**src/rtl/phase_rotator_if.sv**
```systemverilog
// Bus between the CDR lock/phase-detector logic and the phase rotator.
// The phase detector's early/late requests and the load port drive the rotator.
// The rotator returns the one-hot phase, its binary index and the status strobes.
interface phase_rotator_if #(
  parameter int N_PHASES = 8,
  parameter int DRIFT_W  = 8
);
  localparam int IDX_W = (N_PHASES <= 2) ? 1 : $clog2(N_PHASES);

  logic                en;
  logic                adv;
  logic                ret;
  logic                ld;
  logic [IDX_W-1:0]    ld_idx;
  logic [N_PHASES-1:0] phase;
  logic [IDX_W-1:0]    phase_idx;
  logic                wrap;
  logic                corr_ack;
  logic                ld_err;
  logic [DRIFT_W-1:0]  drift;

  // Side that owns the control inputs: the lock logic or a testbench.
  modport master (
    output en, adv, ret, ld, ld_idx,
    input  phase, phase_idx, wrap, corr_ack, ld_err, drift
  );

  // Side that owns the rotator state: the phase_rotator itself.
  modport slave (
    input  en, adv, ret, ld, ld_idx,
    output phase, phase_idx, wrap, corr_ack, ld_err, drift
  );
endinterface

```
**src/rtl/phase_rotator.sv**
```systemverilog
// N-phase one-hot clock-phase generator with early/late correction for the CDR.
// Nominal rotation is one phase per enabled clock. An accepted late request (adv)
// steps two phases, and an accepted early request (ret) holds the phase.
// After an accepted correction, further requests are ignored for HOLDOFF cycles.
// drift is a signed, saturating count of the net accepted corrections.
module phase_rotator #(
  parameter int N_PHASES = 8,
  parameter int HOLDOFF  = 4,
  parameter int DRIFT_W  = 8
) (
  input logic          clk,
  input logic          rst,
  phase_rotator_if.slave bus
);

  localparam int IDX_W = (N_PHASES <= 2) ? 1 : $clog2(N_PHASES);
  localparam int HO_W  = (HOLDOFF < 1) ? 1 : $clog2(HOLDOFF + 1);

  // N_PHASES carried with one extra bit so that idx + 2 and the modulus compare cleanly.
  localparam logic [IDX_W:0]   N_EXT     = (IDX_W + 1)'(N_PHASES);
  localparam logic [HO_W-1:0]  HOLD_LOAD = HO_W'(HOLDOFF);
  localparam logic [DRIFT_W-1:0] DRIFT_MAX = {1'b0, {(DRIFT_W - 1){1'b1}}};
  localparam logic [DRIFT_W-1:0] DRIFT_MIN = {1'b1, {(DRIFT_W - 1){1'b0}}};

  // Registered state; every output comes straight from one of these.
  logic [IDX_W-1:0]    idx_q,   idx_d;
  logic [N_PHASES-1:0] phase_q, phase_d;
  logic                wrap_q,  wrap_d;
  logic                ack_q,   ack_d;
  logic                err_q,   err_d;
  logic [DRIFT_W-1:0]  drift_q, drift_d;
  logic [HO_W-1:0]     hold_q,  hold_d;

  // Per-cycle decode.
  logic             ld_ok;
  logic             accept;
  logic [1:0]       step;
  logic [IDX_W:0]   sum;
  logic             rot_wrap;
  logic [IDX_W:0]   rot_full;
  logic [IDX_W-1:0] rot_idx;

  // Decode load validity and correction acceptance, and compute the rotated index.
  always_comb begin
    ld_ok  = bus.ld && ({1'b0, bus.ld_idx} < N_EXT);
    // A request is honoured only when exactly one of adv/ret is high.
    // The rotator must be enabled, no valid load may be pending, and holdoff must be over.
    accept = bus.en && !ld_ok && (bus.adv ^ bus.ret) && (hold_q == '0);

    step = 2'd1;
    if (accept) begin
      step = bus.adv ? 2'd2 : 2'd0;
    end

    // step <= 2 < 2*N, so one conditional subtraction gives the modulo result.
    sum      = {1'b0, idx_q} + (IDX_W + 1)'(step);
    rot_wrap = (sum >= N_EXT);
    rot_full = rot_wrap ? (sum - N_EXT) : sum;
    rot_idx  = rot_full[IDX_W-1:0];
  end

  // Next-state selection: a valid load has priority over enabled rotation.
  always_comb begin
    // NOTE: every variable gets a default before any branch, so no path leaves one unassigned and no latch is inferred.
    idx_d   = idx_q;
    wrap_d  = 1'b0;
    ack_d   = 1'b0;
    err_d   = bus.ld && !ld_ok;
    drift_d = drift_q;
    hold_d  = (hold_q != '0) ? (hold_q - HO_W'(1)) : hold_q;

    if (ld_ok) begin
      idx_d  = bus.ld_idx;
      hold_d = '0;
    end else if (bus.en) begin
      idx_d  = rot_idx;
      wrap_d = rot_wrap;
      if (accept) begin
        ack_d  = 1'b1;
        hold_d = HOLD_LOAD;
        if (bus.adv) begin
          if (drift_q != DRIFT_MAX) drift_d = drift_q + DRIFT_W'(1);
        end else begin
          if (drift_q != DRIFT_MIN) drift_d = drift_q - DRIFT_W'(1);
        end
      end
    end

    // idx_d is always below N_PHASES, so exactly one bit is set.
    phase_d        = '0;
    phase_d[idx_d] = 1'b1;
  end

  // State register; an asynchronous reset returns the rotator to phase 0 at any time.
  always_ff @(posedge clk or posedge rst) begin
    // NOTE: reset is asynchronous and covers every register here, so outputs are defined immediately in reset.
    if (rst) begin
      idx_q   <= '0;
      phase_q <= N_PHASES'(1);
      wrap_q  <= 1'b0;
      ack_q   <= 1'b0;
      err_q   <= 1'b0;
      drift_q <= '0;
      hold_q  <= '0;
    end else begin
      // NOTE: non-blocking assignments, so all registers update together from the same pre-edge values.
      idx_q   <= idx_d;
      phase_q <= phase_d;
      wrap_q  <= wrap_d;
      ack_q   <= ack_d;
      err_q   <= err_d;
      drift_q <= drift_d;
      hold_q  <= hold_d;
    end
  end

  assign bus.phase     = phase_q;
  assign bus.phase_idx = idx_q;
  assign bus.wrap      = wrap_q;
  assign bus.corr_ack  = ack_q;
  assign bus.ld_err    = err_q;
  assign bus.drift     = drift_q;

  // The phase vector is one-hot and matches the binary index.
  a_onehot: assert property (@(posedge clk) disable iff (rst)
    $onehot(phase_q) && phase_q[idx_q]);

endmodule

```
**src/flat_wrapper.sv**
```systemverilog
// flat-port wrapper written by rule: the top's interface ports become plain ports
module phase_rotator_flat 
#(
  parameter int N_PHASES = 8,
  parameter int HOLDOFF  = 4,
  parameter int DRIFT_W  = 8
)
  (clk, rst, bus_en, bus_adv, bus_ret, bus_ld, bus_ld_idx, bus_phase, bus_phase_idx, bus_wrap, bus_corr_ack, bus_ld_err, bus_drift);
  phase_rotator_if #(.N_PHASES(N_PHASES), .DRIFT_W(DRIFT_W)) bus_i ();
  input logic clk;
  input logic rst;
  input wire logic [$bits(bus_i.en)-1:0] bus_en;
  input wire logic [$bits(bus_i.adv)-1:0] bus_adv;
  input wire logic [$bits(bus_i.ret)-1:0] bus_ret;
  input wire logic [$bits(bus_i.ld)-1:0] bus_ld;
  input wire logic [$bits(bus_i.ld_idx)-1:0] bus_ld_idx;
  output wire logic [$bits(bus_i.phase)-1:0] bus_phase;
  output wire logic [$bits(bus_i.phase_idx)-1:0] bus_phase_idx;
  output wire logic [$bits(bus_i.wrap)-1:0] bus_wrap;
  output wire logic [$bits(bus_i.corr_ack)-1:0] bus_corr_ack;
  output wire logic [$bits(bus_i.ld_err)-1:0] bus_ld_err;
  output wire logic [$bits(bus_i.drift)-1:0] bus_drift;
  assign bus_i.en = bus_en;
  assign bus_i.adv = bus_adv;
  assign bus_i.ret = bus_ret;
  assign bus_i.ld = bus_ld;
  assign bus_i.ld_idx = bus_ld_idx;
  assign bus_phase = bus_i.phase;
  assign bus_phase_idx = bus_i.phase_idx;
  assign bus_wrap = bus_i.wrap;
  assign bus_corr_ack = bus_i.corr_ack;
  assign bus_ld_err = bus_i.ld_err;
  assign bus_drift = bus_i.drift;
  phase_rotator #(.N_PHASES(N_PHASES), .HOLDOFF(HOLDOFF), .DRIFT_W(DRIFT_W)) u_core (.clk(clk), .rst(rst), .bus(bus_i));
endmodule
```
**config.mk**
```make
export PLATFORM = sky130hd
export DESIGN_NAME = phase_rotator_flat
export DESIGN_NICKNAME = d
export VERILOG_FILES = /design/src/rtl/phase_rotator_if.sv /design/src/rtl/phase_rotator.sv /design/src/flat_wrapper.sv
export SDC_FILE = /design/constraint.sdc
export NUM_CORES = 1
export LEC_CHECK = 0
export ABC_AREA = 0
export CORE_UTILIZATION = 51
export CTS_BUF_LIST = sky130_fd_sc_hd__clkbuf_2 sky130_fd_sc_hd__clkbuf_4 sky130_fd_sc_hd__clkbuf_8
export CTS_CLUSTER_DIAMETER = 50
export CTS_CLUSTER_SIZE = 40
export DETAILED_ROUTE_END_ITERATION = 10
export PLACE_DENSITY = 0.79
export REMOVE_ABC_BUFFERS = 1
export SETUP_SLACK_MARGIN = 0.2
export SKIP_CTS_REPAIR_TIMING = 1
export SYNTH_ARGS = -nofsm -noshare
export SYNTH_HDL_FRONTEND = slang
export SYNTH_SLANG_ARGS = --single-unit
```
**constraint.sdc**
```tcl
create_clock -name clk -period 3.1 [get_ports clk]
set_input_delay 0.93 -clock clk [delete_from_list [all_inputs] [get_ports clk]]
set_output_delay 0.93 -clock clk [all_outputs]
set_load 0.01 [all_outputs]
```
==> impl_metrics.env <==
export IMPL_status="finished, final reports clean"
export IMPL_vias=1084
export IMPL_drc_errors=0
export IMPL_dp_hpwl_microns=2060
export IMPL_place_inst=193
export IMPL_synth_warnings=0
export IMPL_grt_pass1_wl_microns=4700
export IMPL_grt_pass1_vias=1103
export IMPL_min_period_ns=2.61
export IMPL_worstSetupPathType="in2reg"
export IMPL_required_ns=3.36
export IMPL_min_delay_path_depth=1
export IMPL_power_per_cell_area_nw_per_um2=832
export IMPL_hold_start="u_core.bus.drift[7]"
export IMPL_drive_gt1_share_pct=16.2
export IMPL_place_port_buffers=29
export IMPL_drv_slew=0
export IMPL_wl_microns=3000
export IMPL_postSynthCellCount=126
export IMPL_clk_latency_ns=0.31
export IMPL_syn2layout_area_growth_pct=37.0
export IMPL_final_cells=197
export IMPL_final_setup_tns_ns=0
export IMPL_r2r_end="u_core.bus.phase[1]"
export IMPL_finalCritPeriodShare_pct=84.3
export IMPL_arrival_ns=2.87
export IMPL_drt_initial_drc_count=6
export IMPL_start_util_pct=54.0
export IMPL_holdCritPathClass="reg2reg"
export IMPL_peakVddDrop_mv=0.518
export IMPL_synth_distinct_cells=36
export IMPL_antenna_left=0
export IMPL_end_kind="register"
export IMPL_power_leakage_nw=0.856
export IMPL_place_gp_congestion=0.819
export IMPL_antenna_found_initial=0
export IMPL_tightest_slew_ns=0.576
export IMPL_skew_ns=0.00370
export IMPL_cts_sinks=24
export IMPL_cts_tree="yes"
export IMPL_crit_fanout=5
export IMPL_fmax_mhz=383
export IMPL_grt_setup_unrepaired="false"
export IMPL_ys_seq_area_share_pct=45.4
export IMPL_track_usage_pct=23.3
export IMPL_firstDrtPassIters=4
export IMPL_antenna_cells=0
export IMPL_slew_headroom_pct=60.6
export IMPL_core_sq_um=2450
export IMPL_cts_root_buf="clkbuf_4"
export IMPL_r2r_slack_ns=0.61
export IMPL_fin_total_pwr_w=0.00151
export IMPL_dieArea_sq_um=2810
export IMPL_ioPinCount=31
export IMPL_synth_seq_cells=24
export IMPL_wl_per_cell_microns=15.2
export IMPL_setup_viol=0
export IMPL_vias_per_cell=5.50
export IMPL_htree_levels=1
export IMPL_hold_ws_ns=0.569
export IMPL_final_cell_mix="clkdlybuf4s50_1 (25), dfrtp_1 (23), nor2_1 (10), buf_4 (10)"
export IMPL_synthesis_area_sq_um=1330
export IMPL_grt_max_degree=25
export IMPL_grt_ovfl_total=0
export IMPL_cts_buffers=3
export IMPL_cp_start_kind="input port"
export IMPL_row_count=18
export IMPL_cts_buffer_depth=2
export IMPL_cts_reportedPaths_clkPinSlew_ns=0.14
export IMPL_die_h_microns=53.0
export IMPL_avgSynthCellArea_sq_um=10.5
export IMPL_r2r_cells=11
export IMPL_max_cap_violations=0
export IMPL_min_to="u_core.bus.drift[7]"
export IMPL_final_hold_violation_count=0
export IMPL_dieWidth_microns=53.0
export IMPL_r2r_start="u_core.hold_q[0]"
export IMPL_fin_nets=188
export IMPL_final_common_cell="clkdlybuf4s50_1"
-- area by class of cell --
cell class	count	area (sq um)
Multi-Input combinational cell	91	714
Tap cell	30	37.5
Sequential cell	24	602
Inverter	9	33.8
Clock buffer	3	22.5
Clock inverter	1	30.0
Timing Repair Buffer	39	375
Fill cell	191	639
-- routing by layer --
layer,track usage (%),part of all wire (%)
met2,38.6,50
met3,5.46,5.2
met5,0,0
met4,10.1,2.2
met1,28.9,42
-- kinds of logic (layout without fill, tap and decap cells) --
family | count (synthesis) | in the layout | synth area share, %
compound gates | 24 | 24 | 11.2
fa+ha+maj | 11 | 11 | 11.5
other cells | 1 | 1 | 0.283
xor+xnor | 11 | 11 | 7.27
buf+inv | 11 | 52 | 3.40
mux | 6 | 6 | 5.00
flops | 24 | 24 | 45.4
simple gates | 38 | 38 | 15.9
-- report_power, final --
part / switching [W] / leakage (nW) / total [W] / internal [W]
registers: 0.000109 / 0.303 / 0.000512 / 0.000403
clock network: 0.0000968 / 0.0279 / 0.000227 / 0.000131
logic: 0.000353 / 0.526 / 0.000772 / 0.000419
-- cell usage after synthesis (all sizes together) --
library cell  instances  area, sq um
nand4                 1         6.26
ha                    9          113
dfrtp                23          576
or2                   2         15.0
o21a                  1         7.51
dfstp                 1         26.3
o211ai                3         22.5
conb                  1         3.75
xor2                  4         35.0
inv                   9         33.8
mux2i                 1         10.0
nor2b                 1         6.26
nand2b                3         18.8
nand3                 1         5.00
xnor2                 7         61.3
nand4bb               1         11.3
clkbuf                1         3.75
a2111oi               1         8.76
nor3                  5         36.3
and2                  2         12.5
nor4bb                1         10.0
mux2                  5         56.3
a21oi                 9         45.0
and4                  1         8.76
a21o                  2         15.0
nand2                 7         26.3
fa                    2         40.0
a211oi                2         15.0
o211a                 1         10.0
o21ai                 5         25.0
nor2                 11         41.3
buf                   1         7.51
nor4                  2         12.5
-- per-stage QoR --
step / utilization (%) / worst slack, ns / area, sq um
after floorplan: - / 0.367 / 1310
after global placement: 69.9 / -0.156 / 1720
after detailed placement: 69.9 / -0.206 / 1720
after CTS: 72.1 / 0.129 / 1770
after global routing: 74.0 / 0.415 / 1820
final: 74.0 / 0.488 / 1820
-- state kept, by name, summed over array words and instances (netlist names) --
register,cells
u_core.bus.drift,8
u_core.hold_q,3
u_core.bus.phase_idx,3
u_core.bus.phase,8
u_core.bus.corr_ack,1
u_core.bus.wrap,1
-- worst max-delay path by stage --
stage               depth (start not counted)   start                  end  slack, ns
detailed placement                         10  bus_ld  u_core.bus.phase[1]      -0.21
floorplan                                   8  bus_ld  u_core.bus.phase[0]       0.37
global route                               11  bus_ld  u_core.bus.phase[1]       0.41
finish                                     10  bus_ld  u_core.bus.phase[1]       0.49
CTS                                        10  bus_ld  u_core.bus.phase[1]       0.13
global placement                           10  bus_ld  u_core.bus.phase[1]      -0.16
-- worst max-delay path: stages --
cell	delay [ns]
dlymetal6s2s_1	0.14
nand4bb_4	0.24
or2_4	0.25
and2_4	0.16
fa_1	0.43
mux2i_1	0.14
o21ai_1	0.08
buf_4	0.15
or2_4	0.26
nor2_4	0.10
Power figures use the tool's default switching activity.
